<file path="config.mk">
export PLATFORM = sky130hd
export DESIGN_NAME = random_request_arbiter
export DESIGN_NICKNAME = d
export VERILOG_FILES = /design/src/rtl/random_request_arbiter.sv
export SDC_FILE = /design/constraint.sdc
export NUM_CORES = 1
export LEC_CHECK = 0
export ABC_AREA = 1
export CORE_UTILIZATION = 47
export CTS_CLUSTER_SIZE = 8
export DETAILED_ROUTE_END_ITERATION = 8
export DONT_BUFFER_PORTS = 1
export HOLD_SLACK_MARGIN = 0.02
export PLACE_DENSITY = 0.72
export SYNTH_ARGS = -nofsm -noshare
export SYNTH_HDL_FRONTEND = slang
export SYNTH_SLANG_ARGS = --single-unit
</file>
<file path="constraint.sdc">
create_clock -name clock -period 2.25 [get_ports clock]
set_input_delay 0.45 -clock clock [delete_from_list [all_inputs] [get_ports clock]]
set_output_delay 0.45 -clock clock [all_outputs]
set_load 0.005 [all_outputs]
</file>
<file path="src/rtl/random_request_arbiter.sv">
`default_nettype none
// ============================================================================
// Module      : random_request_arbiter
// Description : Shares one free-running 8-bit random source among NUM_REQ
//               requesters. Grants are issued round-robin. Each grant samples
//               the source once and reduces the sample modulo the requester's
//               bound by repeated subtraction. The result is returned with a
//               one-cycle, one-hot acknowledge.
// Revision    : 1.0 - initial release
// ============================================================================
module random_request_arbiter #(
  parameter int NUM_REQ = 4
) (
  input  logic                   clock,
  input  logic                   reset,
  input  logic [7:0]             rand_value,
  input  logic [NUM_REQ-1:0]     req,
  input  logic [8*NUM_REQ-1:0]   range,
  output logic [NUM_REQ-1:0]     ack,
  output logic [7:0]             data_out,
  output logic                   busy
);

  // Requester index width, plus one spare bit so that ptr + offset cannot
  // overflow before the wrap correction is applied.
  localparam int               IDX_W    = $clog2(NUM_REQ);
  localparam int               CAND_W   = IDX_W + 1;
  localparam logic [IDX_W-1:0] LAST_IDX = IDX_W'(NUM_REQ - 1);

  localparam logic [1:0] S_IDLE   = 2'd0;
  localparam logic [1:0] S_REDUCE = 2'd1;
  localparam logic [1:0] S_ACK    = 2'd2;

  // State and datapath registers
  logic [1:0]         state_q, state_d;
  logic [IDX_W-1:0]   ptr_q,   ptr_d;
  logic [IDX_W-1:0]   sel_q,   sel_d;
  logic [7:0]         work_q,  work_d;
  logic [7:0]         bound_q, bound_d;
  logic [NUM_REQ-1:0] ack_q,   ack_d;
  logic [7:0]         data_q,  data_d;

  // Arbitration results
  logic               grant_valid;
  logic [IDX_W-1:0]   grant_idx;
  logic [CAND_W-1:0]  cand_w;
  logic [IDX_W-1:0]   cand_idx;

  // Per-requester bounds unpacked for indexed lookup
  logic [7:0]         range_arr [NUM_REQ];

  genvar gi;
  generate
    for (gi = 0; gi < NUM_REQ; gi++) begin : g_range_slice
      assign range_arr[gi] = range[8*gi +: 8];
    end
  endgenerate

  // Round-robin scan: first set req bit starting at ptr, wrapping at NUM_REQ
  always_comb begin
    grant_valid = 1'b0;
    grant_idx   = '0;
    cand_w      = '0;
    cand_idx    = '0;
    for (int k = 0; k < NUM_REQ; k++) begin
      cand_w = {1'b0, ptr_q} + CAND_W'(k);
      if (cand_w >= CAND_W'(NUM_REQ)) begin
        cand_w = cand_w - CAND_W'(NUM_REQ);
      end
      cand_idx = cand_w[IDX_W-1:0];
      if (!grant_valid && req[cand_idx]) begin
        grant_valid = 1'b1;
        grant_idx   = cand_idx;
      end
    end
  end

  // Next-state logic: grant in IDLE, subtract in REDUCE, strobe in ACK
  always_comb begin
    state_d = state_q;
    ptr_d   = ptr_q;
    sel_d   = sel_q;
    work_d  = work_q;
    bound_d = bound_q;
    ack_d   = '0;
    data_d  = data_q;
    case (state_q)
      S_IDLE: begin
        if (grant_valid) begin
          // The random sample and the bound are captured only here;
          // later changes on either input do not affect this service.
          sel_d   = grant_idx;
          work_d  = rand_value;
          bound_d = range_arr[grant_idx];
          state_d = S_REDUCE;
        end
      end
      S_REDUCE: begin
        // A zero bound means full range: skip reduction entirely.
        if ((bound_q != 8'd0) && (work_q >= bound_q)) begin
          work_d = work_q - bound_q;
        end else begin
          ack_d[sel_q] = 1'b1;
          data_d       = work_q;
          ptr_d        = (sel_q == LAST_IDX) ? '0 : (sel_q + IDX_W'(1));
          state_d      = S_ACK;
        end
      end
      S_ACK: begin
        // No arbitration in this cycle, so the minimum period is 3 cycles.
        state_d = S_IDLE;
      end
      default: begin
        state_d = S_IDLE;
      end
    endcase
  end

  // Register update with asynchronous reset discarding any pending service
  always_ff @(posedge clock or posedge reset) begin
    if (reset) begin
      state_q <= S_IDLE;
      ptr_q   <= '0;
      sel_q   <= '0;
      work_q  <= 8'd0;
      bound_q <= 8'd0;
      ack_q   <= '0;
      data_q  <= 8'd0;
    end else begin
      state_q <= state_d;
      ptr_q   <= ptr_d;
      sel_q   <= sel_d;
      work_q  <= work_d;
      bound_q <= bound_d;
      ack_q   <= ack_d;
      data_q  <= data_d;
    end
  end

  assign ack      = ack_q;
  assign data_out = data_q;
  assign busy     = (state_q != S_IDLE);

endmodule
`default_nettype wire

</file>
==> run metrics, run 1 <==
status finished, final reports clean; CP startpoint kind register; Layout area overhead 9.344%; Post-Synth XOR/XNOR Area 0.01084; All-Layer GR Usage 0.2018; Post-CTS Resized 0; largest family of logic cells by synthesized area simple AND/OR/NAND/NOR gates; IO Pins 59; initial antenna violation count 0; worst vdd rail ir drop roughly 850 uV; final setup fails 0; Slew @ Worst Pin 0.4086 ns; Worst EP required 2.47 ns; post-synthesis async set-or-reset flop share 1.000; routed via count 2101; Slowest-stage cell, CP dfrtp_1; critical-path maximum fanout 8; nets around 420; via/cell ratio 4.920; Peak Freq between 400 and 500 MHz; adder-cell share of the synthesized area 0.07021; Yosys top cell area share 0.3511; Mapped Avg Cell Area 6.905 um^2; sequential share of the synthesized area 0.3511; IO Port Bufs 0; post-synth cell types 33; R2R Path Start bound_q[5]$_DFFE_PP0P_; die width approximately 74 um; CTS tree done; grt ovf 0; fraction of layout cells with a size suffix above 1 0.1222; final core occ 0.5466; Die Span Y 73.81 um; routability-driven placement congestion ratio 0.8154; final hold vios 0; Post-Route WL 4957 um; Final Skew 0.005371 ns; postcts setup bufs 0; top cells by area, synth dfrtp_1, nand2_1, inv_1; cell taking the most area after synthesis dfrtp_1; WL per Instance roughly 12 um; clk buf depth 2; Syn Std Cell Area 2424 um^2; hpwl dp approximately 4000 um; Antenna Cells 0; Non-Filler Instances 427; clk root buf clkbuf_8; Synth Area in Compound Gates 0.08415; Worst Setup End Kind register; Hold WC Path Type in -> async; count leader, synth nand2_1; worst skew pair latency ~0.29 ns; Final period util 0.9141; crit path DAT 2.28 ns; clock-pin slew of the registers on the worst-case setup and hold paths 0.07 ns; Simple-Gate Fraction of Synth Area 0.3707; slew margin rel. 0.7276; largest net degree at the start of global routing 35; first-pass GRT wire length about 8400 um; cells along the critical path inv_1 -> ha_1 -> nand2_1 -> inv_1 -> nand3_1 -> or2_0 -> o211ai_1 -> nand2_2 -> o21ai_4 -> buf_4 -> nand2_1 -> o21ai_1; worst hold margin between 0.1 and 0.15 ns; syn nets 410; # clock sinks 34; Max-cap violations 0; # DRC 0; Yosys reg bits 34; DRT Pass-1 Iters 4; Antenna Violating Nets Remaining 0; FF-to-FF setup slack 0.19 ns; Top FF cell, synth dfrtp_1; YS warnings 0; Final min period about 2.1 ns; cts bufs inserted 5; CTS Hold Bufs 0; Final Max Tran Viols 0; mux cell area share after synthesis 0; CORE AREA 4848 um^2; kind of critical path reg -> reg; Post-Synthesis Cells 351; leak pwr around 0.0015 uW; # rows 25; FF-to-FF End work_q[0]$_DFFE_PP0P_; EDFF count, synth 0; DR iter-0 viols around 130; Inst Count DP 419; die area 5448 um^2; P per Cell Area 1959 nW/um^2; r2r worst-path depth 12; number of global-route vias before repair roughly 1900; initial core utilization 0.4999; slowest cell delay on critical path 0.38 ns; H-tree levels 2; top cells by count, synth nand2_1, inv_1, dfrtp_1
-- sequential cells by signal (all words and copies together) (netlist names) --
register and flops:
ack 4, bound_q 8, work_q 8, state_q 2, ptr_q 2, data_out 8
sel_q 2
-- placed cells by master (no fill, tap or decap), types with 2 or more instances in the layout --
cell type	synthesis	layout
inv_1	53	52
nor2_1	14	14
buf_4	0	6
a21oi_1	3	2
xor2_1	2	2
o21ai_0	15	13
nand2_2	10	10
dfrtp_1	34	33
nand3_4	3	3
a31oi_1	6	6
ha_1	12	12
nand2_1	134	133
nand3_1	24	24
nand4_1	8	8
o21ai_1	6	8
nor2_2	2	2
inv_2	5	6
clkbuf_8	0	5
-- per-stage QoR --
stage	setup TNS [ns]	setup slack (ns)	instance area [um^2]	power (uW)
CTS	0	0.04606	2635	5170
global route	-0.02461	-0.01274	2650	5828
finish	0	0.1934	2650	5192
floorplan	0	0.1771	2424	3892
global placement	0	0.1723	2525	4518
detailed placement	0	0.06323	2525	4590
-- area by class of cell --
type | count | area (um^2)
inverter | 59 | 226.5
timing repair buffer | 7 | 65.06
multi-input combinational | 252 | 1313
fill | 473 | 2198
clock inverter | 2 | 37.54
clock buffer | 6 | 72.57
tap | 67 | 83.83
sequential | 34 | 852.1
-- power by group --
group | total [uW] | internal (uW) | leakage [uW] | switching [uW]
clock network | 560 | 330 | 0.0000514 | 229
registers | 1170 | 926 | 0.000425 | 246
logic | 3460 | 1280 | 0.000989 | 2180
-- cell families after synthesis --
family	count (synthesis)
buffers and inverters	65
DFF	34
and+or+nand+nor	201
xor gates and xnor gates	3
adders and majority gates	13
AOI/OAI and AO/OA	35
-- layer usage --
metal / GRT usage / routed length [um]
met1: 0.2648 / 2296
met2: 0.3262 / 2242
met3: 0.04527 / 341
met4: 0.07051 / 76
met5: 0 / 0
-- worst max-delay path: cells and delay by family (launching register included) --
family / cells / cell delay [ns]
buf+inv: 3 / 0.33
flops: 1 / 0.38
fa+ha+maj: 1 / 0.35
simple gates: 5 / 0.59
compound gates: 3 / 0.33
-- how the worst max path moves through the flow --
stage / cells after the start / slack, ns / end / start
6_report: 12 / 0.19 / work_q[0]$_DFFE_PP0P_ / bound_q[5]$_DFFE_PP0P_
5_1_grt: 12 / -0.01 / work_q[3]$_DFFE_PP0P_ / bound_q[4]$_DFFE_PP0P_
4_1_cts: 13 / 0.05 / ptr_q[0]$_DFFE_PP0P_ / work_q[0]$_DFFE_PP0P_
3_5_place_dp: 13 / 0.06 / ptr_q[0]$_DFFE_PP0P_ / work_q[0]$_DFFE_PP0P_
3_3_place_gp: 13 / 0.17 / ptr_q[0]$_DFFE_PP0P_ / work_q[0]$_DFFE_PP0P_
2_1_floorplan: 13 / 0.18 / data_out[5]$_DFFE_PP0P_ / work_q[0]$_DFFE_PP0P_
Power figures use the tool's default switching activity.
==> run 2, diff against run 1 <==
--- a/config.mk
+++ b/config.mk
@@ -7,4 +7,5 @@
 export LEC_CHECK = 0
 export ABC_AREA = 1
+export CAP_MARGIN = 15
 export CORE_UTILIZATION = 47
 export CTS_CLUSTER_SIZE = 8
==> constraint.sdc (replaced) <==
create_clock -name clock -period 2.25 [get_ports clock]
set_input_delay 0.1125 -clock clock [delete_from_list [all_inputs] [get_ports clock]]
set_output_delay 0.1125 -clock clock [all_outputs]
set_load 0.005 [all_outputs]
==> run metrics, run 2 (synthesis results as in run 1) <==
status finished, final reports clean; Max-cap violations 0; Final min period about 2.1 ns; pre-CTS setup slack roughly 0.089 ns; setup TNS 0 ns; # DRC 0; # fillers ~480; commonest cells after routing, fill and taps aside nand2_1, inv_1, dfrtp_1, nand3_1, nor2_1; CORE AREA between 4000 and 5000 um^2; nets 421; IO Port Bufs 0; final setup fails 0; Antenna Violating Nets Remaining 0; fraction of layout cells with a size suffix above 1 0.1350; via/cell ratio just over 5; largest net degree at the start of global routing 20; first-pass GRT wire length just over 8000 um; IO Pins 59; hpwl dp 3899 um; routed via count 2169; critical-path maximum fanout 14; DR iter-0 viols between 80 and 90; number of global-route vias before repair about 1900; initial antenna violation count 0; Register Area between 800 and 900 um^2; Peak Freq 476.5 MHz; clk root buf clkbuf_8; Die Span Y 73.81 um; leak pwr 0.001471 uW; Final Skew ~0.0097 ns; H-tree levels 2; Worst Setup End Kind register; initial core utilization 0.4999; routability-driven placement congestion ratio 0.8121; clk buf depth 2; Hold WC Path Type in -> reg; All-Layer GR Usage 0.1976; Inst Count DP roughly 420; kind of critical path reg -> reg; Final Max Tran Viols 0; grt ovf 0; final hold vios 0; CP startpoint kind register; Slew @ Worst Pin between 0.6 and 0.7 ns; P per Cell Area 1947 nW/um^2; worst setup margin 0.1515 ns; Final period util 0.9327; crit path DAT roughly 2.3 ns; slew margin rel. 0.5727; Non-Filler Instances 430; clock-pin slew of the registers on the worst-case setup and hold paths 0.07 ns; commonest non-fill, non-tap cell in the layout nand2_1; worst skew pair latency approximately 0.29 ns; die area between 5000 and 6000 um^2; cts bufs inserted 5; # clock sinks 34; WL per Instance 11.73 um; Layout area overhead 10.33%; worst vdd rail ir drop 842.9 uV; # rows 25; Antenna Cells 0; die width roughly 74 um; footprint of the multi-input gates 1330 um^2; DRT Pass-1 Iters 4; CTS tree done; Post-Route WL 5042 um; Worst EP required 2.42 ns
[run 2: changes by cell type in the layout (fill, tap and decap cells not counted), moves of 2 or more]
cell and delta:
buf_4 +2, ha_1 -2, ha_4 +2, inv_1 -2
inv_2 +2
[run 2: cell type report]
class | count | area share
Inverter | 59 | 0.08470
Sequential cell | 34 | 0.3187
Tap cell | 67 | 0.03135
Clock buffer | 7 | 0.03229
Clock inverter | 1 | 0.001872
Timing Repair Buffer | 10 | 0.03369
Multi-Input combinational cell | 252 | 0.4974
[run 2: path summary, 6_finish.rpt]
check                                              from                       to  slack [ns]  depth (start not counted)
worst max-delay path              work_q[0]$_DFFE_PP0P_  data_out[3]$_DFFE_PP0P_        0.15                         13
worst min-delay path                          range[10]   bound_q[2]$_DFFE_PP0P_        0.05                          4
worst max register to register    work_q[0]$_DFFE_PP0P_  data_out[3]$_DFFE_PP0P_        0.15                         13
worst min register to register  data_out[4]$_DFFE_PP0P_  data_out[4]$_DFFE_PP0P_        0.51                          2
max in group asynchronous                         reset     ptr_q[0]$_DFFE_PP0P_        1.21                          3
min in group asynchronous                         reset    work_q[4]$_DFFE_PP0P_        0.34                          2
[run 2: metal layers]
layer,up-vias,global-route usage,part of all wire
met1,976,0.2573,0.48
met3,5,0.04390,0.046
met5,-,0,0
met2,67,0.3282,0.46
li1,1121,-,-
met4,0,0.05556,0.0097
[run 2: timing repair]
item | in CTS | in global routing
setup buffers | 0 | 2
resized for setup | 0 | 10
endpoints found under the hold margin | 16 | 0
hold buffers | 1 | 0
endpoints found under the setup margin | 0 | 25
[run 2: per-stage QoR]
step,utilization,power [uW],hold WS [ns],area [um^2]
after global placement,0.5208,4524,0.1187,2525
after floorplan,-,3892,0.2541,2424
after CTS,0.5417,5060,0.04086,2626
final,0.5515,5206,0.04550,2674
after detailed placement,0.5208,4576,0.1177,2525
after global routing,0.5515,5810,0.06163,2674
[run 2: report_power, final]
part | switching [uW] | internal [uW] | leakage, uW
combinational | 2210 | 1350 | 0.000998
sequential | 259 | 926 | 0.000425
clock | 218 | 247 | 0.0000482
total | 2680 | 2520 | 0.00147
[run 2: worst max-delay path: stages, from the launching register on]
cell and delay (ns):
dfrtp_1 0.37, inv_2 0.06, ha_1 0.15, inv_2 0.05, fa_2 0.36, nand2_1 0.07, nand2_1 0.06, a21oi_2 0.15
o211ai_1 0.12, nand2_1 0.15, nand2_2 0.13, buf_12 0.17, nand2_1 0.05, o21ai_0 0.08
